**src/rtl/fetch_pc_ctrl.sv**
```systemverilog
// fetch_pc_ctrl: next-PC sequencer for the dual-issue fetch path.
// Selects trap / execute / decode / sequential next PC, keeps the fetch PC
// 8-byte aligned with per-slot valids, and squashes in-flight wrong-path pairs
// for FLUSH_CYCLES unstalled cycles after any accepted redirect.
module fetch_pc_ctrl #(
  parameter logic [31:0] RESET_PC     = 32'h0000_0008,
  parameter int unsigned FLUSH_CYCLES = 2
) (
  input  logic        clock_i,
  input  logic        reset_i,
  input  logic        stall_i,
  input  logic        trap_redirect_i,
  input  logic [31:0] trap_target_i,
  input  logic        ex_redirect_i,
  input  logic [31:0] ex_target_i,
  input  logic        id_redirect_i,
  input  logic [31:0] id_target_i,
  output logic [31:0] pc_o,
  output logic        slot0_valid_o,
  output logic        slot1_valid_o,
  output logic [1:0]  pc_mux_o,
  output logic        flush_o
);

  typedef enum logic {
    RUN,
    FLUSH
  } state_t;

  localparam logic [2:0] FLUSH_LOAD = 3'(FLUSH_CYCLES);

  state_t      state, state_nx;
  logic [2:0]  flush_cnt, flush_cnt_nx;
  logic [31:0] pc_nx;
  logic        slot0_nx, slot1_nx;
  logic [31:0] target;
  logic        redirect;
  logic        unused_target_bits;

  // Word offset bits of the target never reach the pair-aligned PC.
  assign unused_target_bits = ^target[1:0];

  // Flush indication comes straight from the state flop.
  assign flush_o = (state == FLUSH);

  // Redirect source select: trap > ex > id; id is wrong-path while flushing.
  always_comb begin
    pc_mux_o = 2'd0;
    target   = '0;
    if (trap_redirect_i) begin
      pc_mux_o = 2'd3;
      target   = trap_target_i;
    end else if (ex_redirect_i) begin
      pc_mux_o = 2'd2;
      target   = ex_target_i;
    end else if (id_redirect_i && (state != FLUSH)) begin
      pc_mux_o = 2'd1;
      target   = id_target_i;
    end
    redirect = (pc_mux_o != 2'd0);
  end

  // Next PC, slot valids, flush state and counter.
  always_comb begin
    state_nx     = state;
    flush_cnt_nx = flush_cnt;
    pc_nx        = pc_o;
    slot0_nx     = slot0_valid_o;
    slot1_nx     = slot1_valid_o;
    if (redirect) begin
      pc_nx        = {target[31:3], 3'b000};
      slot0_nx     = ~target[2];
      slot1_nx     = 1'b1;
      state_nx     = FLUSH;
      flush_cnt_nx = FLUSH_LOAD;
    end else if (!stall_i) begin
      pc_nx    = pc_o + 32'd8;
      slot0_nx = 1'b1;
      slot1_nx = 1'b1;
      if (state == FLUSH) begin
        // Leaving on the edge that would bring the count to zero keeps
        // flush_o high for exactly FLUSH_CYCLES unstalled cycles.
        if (flush_cnt <= 3'd1) begin
          state_nx     = RUN;
          flush_cnt_nx = '0;
        end else begin
          flush_cnt_nx = flush_cnt - 3'd1;
        end
      end
    end
  end

  // State and datapath registers.
  always_ff @(posedge clock_i or posedge reset_i) begin
    if (reset_i) begin
      state         <= RUN;
      flush_cnt     <= '0;
      pc_o          <= RESET_PC;
      slot0_valid_o <= 1'b1;
      slot1_valid_o <= 1'b1;
    end else begin
      state         <= state_nx;
      flush_cnt     <= flush_cnt_nx;
      pc_o          <= pc_nx;
      slot0_valid_o <= slot0_nx;
      slot1_valid_o <= slot1_nx;
    end
  end

endmodule

```
**config.mk**
```make
export PLATFORM = sky130hd
export DESIGN_NAME = fetch_pc_ctrl
export DESIGN_NICKNAME = d
export VERILOG_FILES = /design/src/rtl/fetch_pc_ctrl.sv
export SDC_FILE = /design/constraint.sdc
export NUM_CORES = 1
export LEC_CHECK = 0
export BUFFER_PORTS_ARGS = -buffer_cell sky130_fd_sc_hd__buf_2
export CORE_MARGIN = 2
export CORE_UTILIZATION = 43
export DETAILED_ROUTE_END_ITERATION = 6
export PLACE_DENSITY = 0.79
export SLEW_MARGIN = 20
export SYNTH_ARGS = -nofsm -noshare
export SYNTH_HDL_FRONTEND = slang
export SYNTH_SLANG_ARGS = --single-unit
```
**constraint.sdc**
```tcl
create_clock -name clock_i -period 1.9 [get_ports clock_i]
set_input_delay 0 -clock clock_i [delete_from_list [all_inputs] [get_ports clock_i]]
set_output_delay 0 -clock clock_i [all_outputs]
set_load 0.05 [all_outputs]
```
# After elaboration in Yosys (flattened, before gate mapping)
# Cells that the tools add are included.
# Widths: inputs -> output; s select.
# classes
bitwise_logic	2
reduce_logical	4
n_addsub	2
order_cmp	1
n_eq_ne	1
mux	19
# op_table
op	count
$mux 32	5
$add 32x4->32 const B	1
$mux 3	4
$mux 1	8
$mux 2	2
$reduce_bool 2->1	2
$le 3x1->1 const B	1
$sub 3x1->3 const B	1
$ne 2x1->1 const B	1
$not 1->1	2
$reduce_and 2->1	1
$logic_and 1x1->1	1
# word_totals
regBits	38
output_inout_bits	37

# Longest topological paths before layout
# depth
word_depth	8
mapped_depth	7
ltp_nobuf	6

# Worst setup path before layout
# OpenSTA, ideal clock, no wires.
# synth_path
kind	reg2reg
startpoint	register pc_o[3]
endpoint	register pc_o[19]
slack_ns	-0.214
n_path_buf	0
t_required_ns	1.776
stages_incl_launch_ff	5
arrival_time_ns	1.990
cell_sequence	dfstp_2 > ha_1 > nand4_1 > or4_4 > a211o_1
# synth_via
elab_chain_len	3
# synth_rtl
element	line_no	rtl
start, declared	18	output logic [31:0] pc_o,
start signal, assigned	104	pc_o <= pc_nx;
$add 32x4->32	77	pc_nx = pc_o + 32'd8;
$mux 32	76	end else if (!stall_i) begin
$mux 32	70	if (redirect) begin
# Every way passes these cells. The select of a mux whose other input is x is not followed.
# A chain may end at the register's enable or synchronous reset.

# Final worst setup path
# layout_path
startpoint	register state (netlist: flush_o)
endpoint	register pc_o[26]
# layout_via
elab_chain_len	7
word_cells_on_any_way	11
cone_classes	eq/ne: 1; mux: 7; bitwise: 1; reduce/logical: 2
# layout_rtl
element	line_no	rtl
start, declared	32	state_t state, state_nx;
start signal, assigned	102	state <= state_nx;
$not 1->1 (*)	56	end else if (id_redirect_i && (state != FLUSH)) begin
$logic_and 1x1->1 (*)	56	
$mux 1	56	
$mux 2	53	end else if (ex_redirect_i) begin
$mux 2	50	if (trap_redirect_i) begin
$reduce_bool 2->1	60	redirect = (pc_mux_o != 2'd0);
$ne 2x1->1 (no source line) or $mux 32 (tied branches)	-	
# Mark *: on every way between the ends. The rest lies on a longest branch, timed or not.

==> results.txt <==
The worst clock skew on the final layout is 0.00565 ns. Setup repair after global routing could not meet its margin everywhere. The cell chosen for the clock root is sky130_fd_sc_hd__clkbuf_8. TritonCTS created 5 clock buffers. The sum of routed wire segments on met1 is 4.10 mm.

By startpoint and endpoint, the worst setup path is classified as flop to flop. Of the cells placed in the final design, the portion with a size suffix greater than 1 is 42.9%. Power spread over the standard cell area amounts to 611 mW/mm^2. The number of ports placed on the die boundary came out at 139. The met3 wire length is 747 um. For this run, the share of the core covered by cells in the final layout is 61.2%. The nature of the critical path endpoint is a flop. The number of antenna violations at the first check in global routing is 0.

The highest layer touched by signal routing is met4. The overall global routing resource usage came out at 27.1%. The upper clock frequency limit is 0.545 GHz. The shortest period the worst path allows is 1.83 ns. The antenna diode count came out at 0. The required time at the worst-slack endpoint is 2.12 ns. The detail route stage leaves a number of antenna-violating nets equal to 0. The transition at the pin with the smallest max-transition slack came out at 0.519 ns.

The total number of yosys warnings came out at 0. The number of failing setup endpoints in the final timing report is 0. The startpoint identified for the worst register-to-register timing path is flush_o. The top cell type by area accounts for 26.9% of the synthesized area.

The congestion estimate from routability-driven global placement came to 0.903. Row generation in the floorplan step produced 30 rows. The static power due to leakage came out at 1.82 nW.

The number of input and output port buffers inserted came out at 128. STA classifies the critical path startpoint as a flop. The via density per instance came out at 6.20. After the last flow step, the layout net total stands at 621.

The post-route clock period utilization is 96.6%. The CTS H-tree depth came out at 2. The async set-or-reset flop fraction in the synthesized netlist is 100%.

The aggregate global routing overflow is 0. STA puts the critical path data arrival time at 2.06 ns. The reg-to-reg endpoint is pc_o[26]. The number of iterations in the first detailed-routing pass came out at 5. The total via count in the routed design came out at 3703. The worst hold path terminates at pc_o[11]. The number of instances on the worst hold path came out at 3. The clock tree buffer depth is 2. The summed area of non-filler cells in the final layout is 0.00413 mm^2. The wire length reported by the detailed router is 10.3 mm. Entering global routing, the biggest net connects 39 pins.

After detailed routing, the average wire length per cell comes to 17.2 um. The worst reg2reg path depth is 6. The area growth from synthesis to layout is 38.9%. The total power draw is 2.53 mW.

The number of flip-flops and latches in the synthesized netlist came out at 34. The HPWL after detailed placement is 7.64 mm. The placed instances occupy a cell area of 0.00388 mm^2. The DRC violation count after routing is 0. The proportion of synthesized chip area in sequential cells is 28.7%. The synthesized design spends more area on one cell type than any other, namely sky130_fd_sc_hd__dfrtp_1. The non-filler instance count after layout came out at 597. Summed over all failing endpoints, the final setup total negative slack is 0 ns. The clock-pin slew on the worst setup and hold paths is 0.07 ns. In this run the mean area of a mapped cell was 8.24 um^2. The mapped netlist covers 0.00298 mm^2. Headroom to the max-slew limit came out at 65.3%.

The worst ir drop on vdd is 0.000324 V. The post-synthesis cell type count is 68. By area the synthesized netlist is led by sky130_fd_sc_hd__dfrtp_1, sky130_fd_sc_hd__nand2_1, sky130_fd_sc_hd__nand2b_1. The height of the chip is 87.2 um.

For this run, the leading register cell type out of synthesis is sky130_fd_sc_hd__dfrtp_1. The clock net sink count came out at 34. The final number of hold-violating endpoints came out at 0. The post-synthesis instance total is 361. The TritonCTS clock tree is done. The run finished with clean final reports. The worst register-to-register path has a setup slack of 0.07 ns. The first global-routing pass estimated 16.3 mm of wire. The cell count after placement is 578. The highest net fanout along the worst path came out at 11. The die area is 0.00760 mm^2. The initial standard-cell utilization of the core came out at 44.0%. The tool flagged a number of max-cap violations equal to 0. From left edge to right edge, the die measures 87.2 um. The source-to-sink clock delay at the later pin of the worst-skew pair is 0.29 ns. In this run, synthesis inferred 0 flip-flops with an integrated enable. After detailed routing, the met2 layer carries 5.00 mm of wire. The worst hold path belongs to the class input pin to flop. The number of global-route vias before repair was 3510. The initial DRC count came out at 319. The number of pins with negative max-slew slack in the final report is 0. The standard cell core area came out at 0.00676 mm^2.

The hold path startpoint is trap_target_i[11].
==> cell usage in the layout, fill, tap and decap left out, types with 7 or more instances in the layout <==
cell and n:
sky130_fd_sc_hd__nand3_1 12, sky130_fd_sc_hd__nor3_1 10, sky130_fd_sc_hd__o22ai_1 8, sky130_fd_sc_hd__dfrtp_1 14, sky130_fd_sc_hd__nand2b_1 13, sky130_fd_sc_hd__nand4_1 10
sky130_fd_sc_hd__inv_1 10, sky130_fd_sc_hd__a21oi_1 16, sky130_fd_sc_hd__o21ai_0 16, sky130_fd_sc_hd__buf_2 128, sky130_fd_sc_hd__o2bb2ai_1 7, sky130_fd_sc_hd__nand2_1 29
sky130_fd_sc_hd__buf_4 38, sky130_fd_sc_hd__nor2_1 22, sky130_fd_sc_hd__o221ai_1 7, sky130_fd_sc_hd__dfrtp_2 18, sky130_fd_sc_hd__and2_1 9, sky130_fd_sc_hd__and4_1 7
==> critical path, stage by stage, from the launching register on <==
cell	delay, ns
sky130_fd_sc_hd__dfrtp_2	0.41
sky130_fd_sc_hd__buf_4	0.18
sky130_fd_sc_hd__nor4b_4	0.31
sky130_fd_sc_hd__buf_6	0.15
sky130_fd_sc_hd__a222oi_1	0.06
sky130_fd_sc_hd__dlygate4sd3_1	0.58
sky130_fd_sc_hd__o21ai_1	0.07
==> synth_stat cells (all sizes together) (3+ instances only) <==
cell	instances
a211o	3
a211oi	5
a21oi	16
a221o	6
a22o	3
a22oi	4
a311oi	6
a31oi	3
and2	9
and3	6
and4	7
buf	19
clkbuf	9
dfrtp	32
ha	3
inv	10
nand2	30
nand2b	14
nand3	15
nand3b	5
nand4	10
nor2	25
nor2b	5
nor3	10
nor4	11
nor4b	5
o211ai	5
o21ai	17
o221a	3
o221ai	8
o22ai	8
o2bb2ai	7
o31ai	6
or4	6
==> through the flow <==
stage	hold WS [ns]	setup WS [ns]
floorplan	0.135	-0.0548
global placement	0.126	0.0341
detailed placement	0.132	0.00248
CTS	0.00920	0.00541
global route	0.000633	-0.0183
finish	0.0132	0.0651
==> worst max path at each step <==
stage                        from  endpoint  slack, ns
final                     flush_o  pc_o[26]       0.07
after floorplan           pc_o[3]  pc_o[19]      -0.05
after global placement    flush_o  pc_o[19]       0.03
after global routing      flush_o  pc_o[26]      -0.02
after CTS                 flush_o  pc_o[19]      0.005
after detailed placement  flush_o  pc_o[24]      0.002
==> per-layer routing <==
layer,vias to the layer above,track usage (%)
met5,-,0
met2,179,47.3
met1,1756,33.3
met3,41,4.64
li1,1727,-
met4,0,10.5
==> timing repair <==
action                                  CTS  global route
buffers inserted                          1             4
resized for setup                         0            13
pin swaps                                 1             0
endpoints found under the setup margin    1            13
hold buffers                              6             0
endpoints found under the hold margin    35             0
==> power breakdown <==
part | switching, mW | internal, mW | total (mW)
logic | 0.656 | 0.360 | 1.02
clock network | 0.284 | 0.296 | 0.580
registers | 0.120 | 0.811 | 0.931
==> cells by family (layout without fill, tap and decap cells) <==
kind of cell | count (synthesis) | after routing | synth area share, %
flops | 34 | 34 | 28.7
buf+inv | 38 | 192 | 6.06
fa+ha+maj | 3 | 3 | 1.26
other cells | 2 | 4 | 0.252
xor+xnor | 1 | 1 | 0.294
compound gates | 116 | 116 | 29.1
simple gates | 166 | 166 | 34.0
mux | 1 | 1 | 0.336
==> flip-flops by register name, indices dropped and copies added, names as in the netlist <==
signal / flops
flush_o: 1
slot0_valid_o: 1
flush_cnt: 3
pc_o: 29
==> area by class of cell <==
cell class              instances  area [um^2]
flip-flops and latches         34          880
well taps                      80          100
repair buffers                174         1010
inverters                      10         37.5
fillers                       601         2620
multi-input cells             291         2020
clock buffers                   8         90.1
(Power assumes the default switching activity.)
